**config.mk**
```make
export PLATFORM = sky130hd
export DESIGN_NAME = pc_stack_seq
export DESIGN_NICKNAME = d
export VERILOG_FILES = /design/src/rtl/pc_pkg.sv /design/src/rtl/ras_lifo.sv /design/src/rtl/pc_stack_seq.sv
export SDC_FILE = /design/constraint.sdc
export NUM_CORES = 1
export LEC_CHECK = 0
export BUFFER_PORTS_ARGS = -buffer_cell sky130_fd_sc_hd__buf_2
export CAP_MARGIN = 15
export CORE_MARGIN = 2
export CORE_UTILIZATION = 57
export CTS_CLUSTER_DIAMETER = 100
export DETAILED_ROUTE_END_ITERATION = 6
export PLACE_DENSITY = 0.8
export SYNTH_ARGS = -nofsm -noshare
export SYNTH_HDL_FRONTEND = slang
export SYNTH_SLANG_ARGS = --single-unit
export TNS_END_PERCENT = 10
```
**constraint.sdc**
```tcl
create_clock -name clk -period 2.5 [get_ports clk]
set_input_delay 0.25 -clock clk [delete_from_list [all_inputs] [get_ports clk]]
set_output_delay 0.25 -clock clk [all_outputs]
set_load 0.01 [all_outputs]
```
**src/rtl/pc_pkg.sv**
```systemverilog
//------------------------------------------------------------------------------
// Module   : pc_pkg
// Purpose  : Shared command encoding and default constants for pc_stack_seq.
// Revision : 1.0 - initial release
//------------------------------------------------------------------------------
`default_nettype none

package pc_pkg;

    localparam int C_DEF_ADDR_W      = 8;
    localparam int C_DEF_STACK_DEPTH = 4;
    localparam int C_DEF_OFF_W       = 8;
    localparam int C_DEF_RESET_VEC   = 0;

    typedef enum logic [2:0] {
        CMD_NONE   = 3'd0,
        CMD_LOAD   = 3'd1,
        CMD_CALL   = 3'd2,
        CMD_RET    = 3'd3,
        CMD_BRANCH = 3'd4,
        CMD_INCR   = 3'd5
    } pc_cmd_e;

    // Fixed priority: load > call > ret > branch > incr.
    function automatic pc_cmd_e encode_cmd(
        input logic load_pc,
        input logic call,
        input logic ret,
        input logic branch,
        input logic incr_pc
    );
        if (load_pc)      return CMD_LOAD;
        else if (call)    return CMD_CALL;
        else if (ret)     return CMD_RET;
        else if (branch)  return CMD_BRANCH;
        else if (incr_pc) return CMD_INCR;
        else              return CMD_NONE;
    endfunction

endpackage

`default_nettype wire

```
**src/rtl/ras_lifo.sv**
```systemverilog
//------------------------------------------------------------------------------
// Module   : ras_lifo
// Purpose  : Return-address LIFO; ignores push when full and pop when empty.
// Revision : 1.0 - initial release
//------------------------------------------------------------------------------
`default_nettype none

module ras_lifo #(
    parameter int ADDR_W      = 8,
    parameter int STACK_DEPTH = 4
) (
    input  logic                               clk,
    input  logic                               reset,
    input  logic                               push,
    input  logic                               pop,
    input  logic [ADDR_W-1:0]                  push_data,
    output logic [ADDR_W-1:0]                  top,
    output logic [$clog2(STACK_DEPTH+1)-1:0]   sp,
    output logic                               full,
    output logic                               empty
);

    localparam int C_SP_W = $clog2(STACK_DEPTH+1);

    logic [C_SP_W-1:0] r_sp;
    logic [ADDR_W-1:0] r_mem [STACK_DEPTH];
    logic              w_do_push;
    logic              w_do_pop;

    assign full      = (r_sp == C_SP_W'(STACK_DEPTH));
    assign empty     = (r_sp == '0);
    assign w_do_push = push && !full;
    assign w_do_pop  = pop && !push && !empty;
    assign sp        = r_sp;

    always_ff @(posedge clk or posedge reset) begin
        if (reset) begin
            r_sp <= '0;
        end else if (w_do_push) begin
            r_sp <= r_sp + C_SP_W'(1);
        end else if (w_do_pop) begin
            r_sp <= r_sp - C_SP_W'(1);
        end
    end

    // Entry storage carries no reset: contents are meaningless while sp excludes them.
    always_ff @(posedge clk) begin
        for (int i = 0; i < STACK_DEPTH; i++) begin
            if (w_do_push && (r_sp == C_SP_W'(i))) begin
                r_mem[i] <= push_data;
            end
        end
    end

    always_comb begin
        top = '0;
        for (int i = 0; i < STACK_DEPTH; i++) begin
            if (r_sp == C_SP_W'(i + 1)) begin
                top = r_mem[i];
            end
        end
    end

endmodule

`default_nettype wire

```
**src/rtl/pc_stack_seq.sv**
```systemverilog
//------------------------------------------------------------------------------
// Module   : pc_stack_seq
// Purpose  : Program counter with load/incr/branch and call/return stack.
//            Define PC_STACK_STICKY_ERR_EN for sticky overflow/underflow flags.
// Revision : 1.0 - initial release
//------------------------------------------------------------------------------
`default_nettype none

module pc_stack_seq
    import pc_pkg::*;
#(
    parameter int ADDR_W      = C_DEF_ADDR_W,
    parameter int STACK_DEPTH = C_DEF_STACK_DEPTH,
    parameter int OFF_W       = C_DEF_OFF_W,
    parameter int RESET_VEC   = C_DEF_RESET_VEC
) (
    input  logic                               clk,
    input  logic                               reset,
    input  logic                               load_pc,
    input  logic                               incr_pc,
    input  logic                               branch,
    input  logic                               call,
    input  logic                               ret,
    input  logic [ADDR_W-1:0]                  addr,
    input  logic [OFF_W-1:0]                   offset,
    output logic [ADDR_W-1:0]                  pc,
    output logic [$clog2(STACK_DEPTH+1)-1:0]   sp,
    output logic                               stack_full,
    output logic                               stack_empty,
    output logic                               overflow,
    output logic                               underflow
);

    pc_cmd_e           w_cmd;
    logic [ADDR_W-1:0] r_pc;
    logic [ADDR_W-1:0] w_pc_next;
    logic [ADDR_W-1:0] w_pc_inc;
    logic [ADDR_W-1:0] w_off_ext;
    logic [ADDR_W-1:0] w_top;
    logic              w_push;
    logic              w_pop;
    logic              w_ovf_evt;
    logic              w_unf_evt;
    logic              r_ovf;
    logic              r_unf;

    assign w_cmd    = encode_cmd(load_pc, call, ret, branch, incr_pc);
    assign w_pc_inc = r_pc + ADDR_W'(1);

    if (OFF_W < ADDR_W) begin : g_sext
        assign w_off_ext = {{(ADDR_W-OFF_W){offset[OFF_W-1]}}, offset};
    end else begin : g_same
        assign w_off_ext = offset;
    end

    ras_lifo #(
        .ADDR_W      (ADDR_W),
        .STACK_DEPTH (STACK_DEPTH)
    ) u_ras (
        .clk       (clk),
        .reset     (reset),
        .push      (w_push),
        .pop       (w_pop),
        .push_data (w_pc_inc),
        .top       (w_top),
        .sp        (sp),
        .full      (stack_full),
        .empty     (stack_empty)
    );

    always_comb begin
        w_pc_next = r_pc;
        w_push    = 1'b0;
        w_pop     = 1'b0;
        w_ovf_evt = 1'b0;
        w_unf_evt = 1'b0;
        case (w_cmd)
            CMD_LOAD:   w_pc_next = addr;
            CMD_CALL: begin
                if (stack_full) begin
                    w_ovf_evt = 1'b1;
                end else begin
                    w_push    = 1'b1;
                    w_pc_next = addr;
                end
            end
            CMD_RET: begin
                if (stack_empty) begin
                    w_unf_evt = 1'b1;
                end else begin
                    w_pop     = 1'b1;
                    w_pc_next = w_top;
                end
            end
            CMD_BRANCH: w_pc_next = r_pc + w_off_ext;
            CMD_INCR:   w_pc_next = w_pc_inc;
            default:    w_pc_next = r_pc;
        endcase
    end

    always_ff @(posedge clk or posedge reset) begin
        if (reset) begin
            r_pc  <= ADDR_W'(RESET_VEC);
            r_ovf <= 1'b0;
            r_unf <= 1'b0;
        end else begin
            r_pc  <= w_pc_next;
`ifdef PC_STACK_STICKY_ERR_EN
            r_ovf <= r_ovf | w_ovf_evt;
            r_unf <= r_unf | w_unf_evt;
`else
            r_ovf <= w_ovf_evt;
            r_unf <= w_unf_evt;
`endif
        end
    end

    assign pc        = r_pc;
    assign overflow  = r_ovf;
    assign underflow = r_unf;

endmodule

`default_nettype wire

```
Yosys cells after proc, flatten, opt, wreduce, memory -nomap -nowiden
Memories as Yosys holds them, arrays and structs flattened. Index checks and enable logic that the tools add are counted.

Register bits after elaboration: 13. Output and inout port bits: 15. Memories kept: 1. Bits in latches: 0. Bits in read-only memories: 0. Memory bits (writable): 32. Input port bits: 23.

Memories: u_ras.r_mem (depth 4, bits a word 8, read ports 4, clocked after Yosys merged registers in 0, write ports 1, RTL line ras_lifo.sv:26) `logic [ADDR_W-1:0] r_mem [STACK_DEPTH];`.

$mul: 0. Reductions and logical operators: 17. Muxes and demuxes: 39. Bitwise logic cells: 0. Magnitude comparators: 0. Div/mod/pow operators: 0. Equality and inequality tests: 11. Add/sub/neg operators: 4. Shift operators: 0.

Operators with widths (count): $mux W8 (9); $pmux W8 S5 (1); $reduce_or A8 Y1 (3); $mux W3 (7); $mux W1 (19); $eq A3 B2 Y1 const B (4); $eq A3 B3 Y1 const B (3); $add A8 B1 Y8 const B (1); $add A8 B8 Y8 (1); $logic_and A1 B1 Y1 (7); $eq A3 B1 Y1 const B (2); $mux W2 (3); $reduce_bool A5 Y1 (1); $ne A2 B2 Y1 const B (2); $add A3 B1 Y3 const B (1); $logic_not A1 Y1 (3); $logic_not A3 Y1 (1); $reduce_and A3 Y1 (1); $sub A3 B1 Y3 const B (1); $reduce_bool A2 Y1 (1).

Longest topological paths before layout
Depth after elaboration: 15. Mapped depth: 8. Gate-level depth less buffers: 8.

By module
From an unflattened synthesis, not the netlist that was laid out.

Cells, all modules: 227. Area, all modules: 2531.2 um2.

By module, submodules not included: ras_lifo (seq. area each 1036.0 um2, cells each 110, area an instance 1516.5 um2, times used 1); pc_stack_seq (seq. area each 250.2 um2, cells each 117, area an instance 1014.7 um2, times used 1).

Worst setup path after synthesis
OpenSTA, ideal clock, no wires.

Kind: reg2reg. From: register u_ras.r_sp[2], in the netlist u_ras.sp[2]. To: memory u_ras.r_mem[3][0] (enable). Cell stages (with the launch flop): 7. Library setup time: 0.370 ns. Slack: 0.433 ns. Clock period less this slack: 2.067 ns. Arrival: 1.697 ns. Cells stage by stage: dfrtp_1 buf_2 inv_1 ha_1 clkbuf_1 nand2_1 nor2_1.

Longest elaborated chain between the ends: 11. Elaborated cells between the ends (all ways): 30. Classes of those cells: eq/ne: 4; mux: 16; reduce/logical: 10.

Ends and longest elaborated chain: start: declaration (RTL line ras_lifo.sv:25) `logic [C_SP_W-1:0] r_sp;`; start signal: assignment (RTL line ras_lifo.sv:40) `r_sp <= r_sp + C_SP_W'(1);`; start signal: assignment (RTL line ras_lifo.sv:42) `r_sp <= r_sp - C_SP_W'(1);`; $eq A3 B3 Y1 (RTL line ras_lifo.sv:30) `assign full = (r_sp == C_SP_W'(STACK_DEPTH));`; $mux W1 (RTL line pc_stack_seq.sv:80) `if (stack_full) begin`; $mux W1 (RTL line pc_stack_seq.sv:77) `case (w_cmd)`; $logic_and A1 B1 Y1 (RTL line ras_lifo.sv:32) `assign w_do_push = push && !full;`; $logic_and A1 B1 Y1 (RTL line ras_lifo.sv:49) `if (w_do_push && (r_sp == C_SP_W'(i))) begin`; $mux W1 (RTL line ras_lifo.sv:49); $mux W1 (not written as such) (RTL line ras_lifo.sv:50) `r_mem[i] <= push_data;`; $reduce_or A8 Y1 (no source line); $mux W2 (no source line) / $mux W1 (equally long branches) (3 in series); end: declaration (RTL line ras_lifo.sv:26).

Parallel ways exist; a longest one is shown, timed or not.

Final worst setup path
From: register u_ras.r_sp[0], in the netlist u_ras.sp[0]. To: register r_pc[7], in the netlist pc[7].

Longest elaborated chain between the ends: 7. Elaborated cells between the ends (all ways): 14. Classes of those cells: eq/ne: 6; mux: 6; reduce/logical: 2.

Ends and longest elaborated chain: $eq A3 B1 Y1 (RTL line ras_lifo.sv:58) `if (r_sp == C_SP_W'(i + 1)) begin`; $mux W8 (4 in series) (RTL line ras_lifo.sv:58); $mux W8 (RTL line pc_stack_seq.sv:88) `if (stack_empty) begin`; $pmux W8 S5 (RTL line pc_stack_seq.sv:77); end signal: assignment (RTL line pc_stack_seq.sv:103) `r_pc <= ADDR_W'(RESET_VEC);`; end signal: assignment (RTL line pc_stack_seq.sv:107) `r_pc <= w_pc_next;`; end: declaration (RTL line pc_stack_seq.sv:35) `logic [ADDR_W-1:0] r_pc;`.

Parallel ways exist; a longest one is shown, timed or not. The select of a mux whose other input is x is not followed. A chain may end at the register's enable or synchronous reset.

==> impl_metrics.py <==
metrics = {
    "clock_tree": {
        "cts-root-buf": "clkbuf_8",
        "cts_hold_buf": 0,
        "clkTransAtPathRegs_ps": 90,
        "clk_path_buf_depth": 2,
        "clk_latency_ps": 300,
        "post_cts_buffers": 0,
        "ctsResizeCount": 0,
        "cts_buffers": 5,
        "htree_levels": 2,
        "cts_tree": "done",
        "clkSinkCount": 45,
    },
    "worst_setup_path": {
        "crit_start": "u_ras.sp[0]",
        "critPathTopFamily": "compound AO/OA/AOI/OAI gates",
        "cp_slowest_stage_delay_ps": 450,
        "critPathSlowestCell": "dfrtp_1",
        "cp.required_ps": 2690,
        "arrival_ps": 2330,
        "r2r_cells": 8,
        "start_kind": "register",
        "r2r-end": "pc[7]",
        "endpoint_kind": "register",
        "path_class": "reg2reg",
        "r2r-start": "u_ras.sp[0]",
        "worst-path-buf-inv": 2,
        "r2r_slack_ps": 360,
        "path_max_fanout": 10,
        "crit_path_cell_trace": "inv_1 > ha_1 > nand2_1 > inv_1 > a221oi_1 > a21oi_1 > a311oi_1 > a21oi_1",
    },
    "synthesis": {
        "avgSynthCellArea_sq_um": 10.5,
        "async_reset_ff_share_pct": 28.9,
        "synth_edf_count": 32,
        "synth_seq_cells": 45,
        "syn_nets": 282,
        "synth_most_common_cell": "edfxtp_1",
        "yosysSeqAreaShare_pct": 50.0,
        "synth_area_leaders": "edfxtp_1, dfrtp_1, ha_1",
        "yosys.area.top_type_share_pct": 37.4,
        "yosys-top-cells-count": "edfxtp_1, nand2_1, nor2_1, a21oi_1",
        "netlist_area_sq_um": 2570,
        "synthCells": 244,
        "ys_warn_count": 0,
        "yosys_most_used_dff": "edfxtp_1",
        "synth_top_cell_by_area": "edfxtp_1",
        "ys_types": 56,
    },
    "layout": {
        "drive_gt1_share_pct": 21.6,
        "num_antenna_cells": 0,
        "area_growth_pct": 15.8,
        "final_util_pct": 68.4,
        "layout.nets": 329,
        "seqCellArea_sq_um": 1290,
        "multi_input_area_sq_um": 1210,
        "nFillCells": 334,
    },
    "status": {
        "violations": "negative hold slack",
        "outcome": "complete, but fails checks",
    },
    "detailed_routing": {
        "ant_nets": 0,
        "routedWlPerCell_microns": 18.0,
        "wirelength_mm": 6.19,
        "drc": 0,
        "vias": 2142,
        "drtIter0Drc": 151,
        "dr.pass1.iters": 5,
        "viasPerCell": 6.23,
    },
    "global_routing": {
        "grt_pass1_vias": 2083,
        "grt_max_degree": 17,
        "gr-total-overflow": 0,
        "antenna_found_initial": 0,
        "grt.total_usage_pct": 26.4,
        "grt_first_pass_wirelength_mm": 10.3,
    },
    "floorplan": {
        "die_x_microns": 71.2,
        "die_y_microns": 71.2,
        "die_area_sq_um": 5070,
        "core_sq_um": 4350,
        "num_rows": 24,
        "ios": 38,
        "start_util_pct": 59.1,
    },
    "sta": {
        "fin_worst_skew_ps": 4.10,
        "hold_violations": 13,
        "fin_hold_ws_ps": -10.6,
        "tightest_slew_ps": 693,
        "final.setup.tns_ps": 0,
        "setup_viol": 0,
        "finalCritPeriodShare_pct": 85.8,
        "period_minus_slack_ps": 2140,
        "max_freq_ghz": 0.466,
        "slew_headroom_pct": 53.7,
        "rsz0062_at_grt": "false",
        "maxSlewViolCount": 0,
    },
    "job": {
        "maxCapViolCount": 0,
    },
    "place": {
        "place.gp.congestion": 0.957,
        "dp_hpwl_mm": 4.71,
        "place.port_buffers": 37,
    },
    "hold_path": {
        "holdCritPathClass": "in2async",
    },
    "power": {
        "p_leak_nw": 1.20,
        "vdd_drop_max_mv": 0.492,
        "cellPowerDensity_nw_per_um2": 857,
    },
}
## metrics by stage
step | power (mW) | setup slack, ps | cell area (sq um) | hold WS [ps] | instances
after floorplan | 1.66 | 433 | 2570 | 127 | 244
after CTS | 2.55 | 397 | 2980 | 4.11 | 344
final | 2.55 | 356 | 2980 | -10.6 | 344
after detailed placement | 1.98 | 403 | 2860 | 333 | 336
after global placement | 1.95 | 504 | 2860 | 325 | 336
after global routing | 2.71 | 152 | 2980 | 21.0 | 344
## sequential cells by signal (all words and copies together) (netlist names)
register	count
overflow	1
pc	8
u_ras.r_mem	32
u_ras.sp	3
underflow	1
## where the power goes
part	internal [mW]	leakage (nW)	total, mW	switching, mW
logic	0.376	0.698	0.957	0.580
clock network	0.306	0.0603	0.571	0.265
registers	0.934	0.446	1.02	0.0902
## how the worst max path moves through the flow
| stage | end | cells past startpoint |
|---|---|---|
| floorplan | u_ras.r_mem[3][0] | 6 |
| global placement | pc[4] | 8 |
| detailed placement | u_ras.r_mem[3][2] | 5 |
| CTS | u_ras.r_mem[3][2] | 5 |
| global route | pc[7] | 8 |
| finish | pc[7] | 8 |
## cell type report
cell class,instances,area share [%]
inverter,14,1.76
clock buffer,5,2.31
clock inverter,3,1.68
timing repair buffer,45,8.24
sequential,45,43.2
multi-input combinational,180,40.6
tap,52,2.18
## per-layer routing
| metal | global-route usage, % | share of wire (%) |
|---|---|---|
| met5 | 0 | 0 |
| met1 | 37.5 | 45 |
| met2 | 41.6 | 47 |
| met4 | 8.39 | 1.7 |
| met3 | 4.84 | 6.7 |
## kinds of logic after synthesis
family	Yosys count	synth area share, %
muxes	2	0.778
and+or+nand+nor	80	16.6
buffers and inverters	19	2.97
DFF	45	50.0
adders and majority gates	15	7.59
AOI/OAI and AO/OA	74	19.0
xor gates and xnor gates	9	3.06
## placed cells by master, fill, tap and decap left out, drive strengths merged, types with 2 or more instances in the layout
cell and count:
nor2b 3, ha 14, nand2 26, o21ai 16
a211o 2, a221o 2, clkbuf 5, o31ai 6
nand2b 4, xor2 3, a221oi 3, a22oi 5
buf 45, or2 2, nor3b 5, a211oi 3
a41oi 3, dfrtp 13, mux2i 2, nor3 2
nand3 4, xnor2 6, inv 15, and2 3
a31oi 5, a21oi 15, o22ai 4, nor2 22
edfxtp 32
Power figures use the tool's default switching activity.
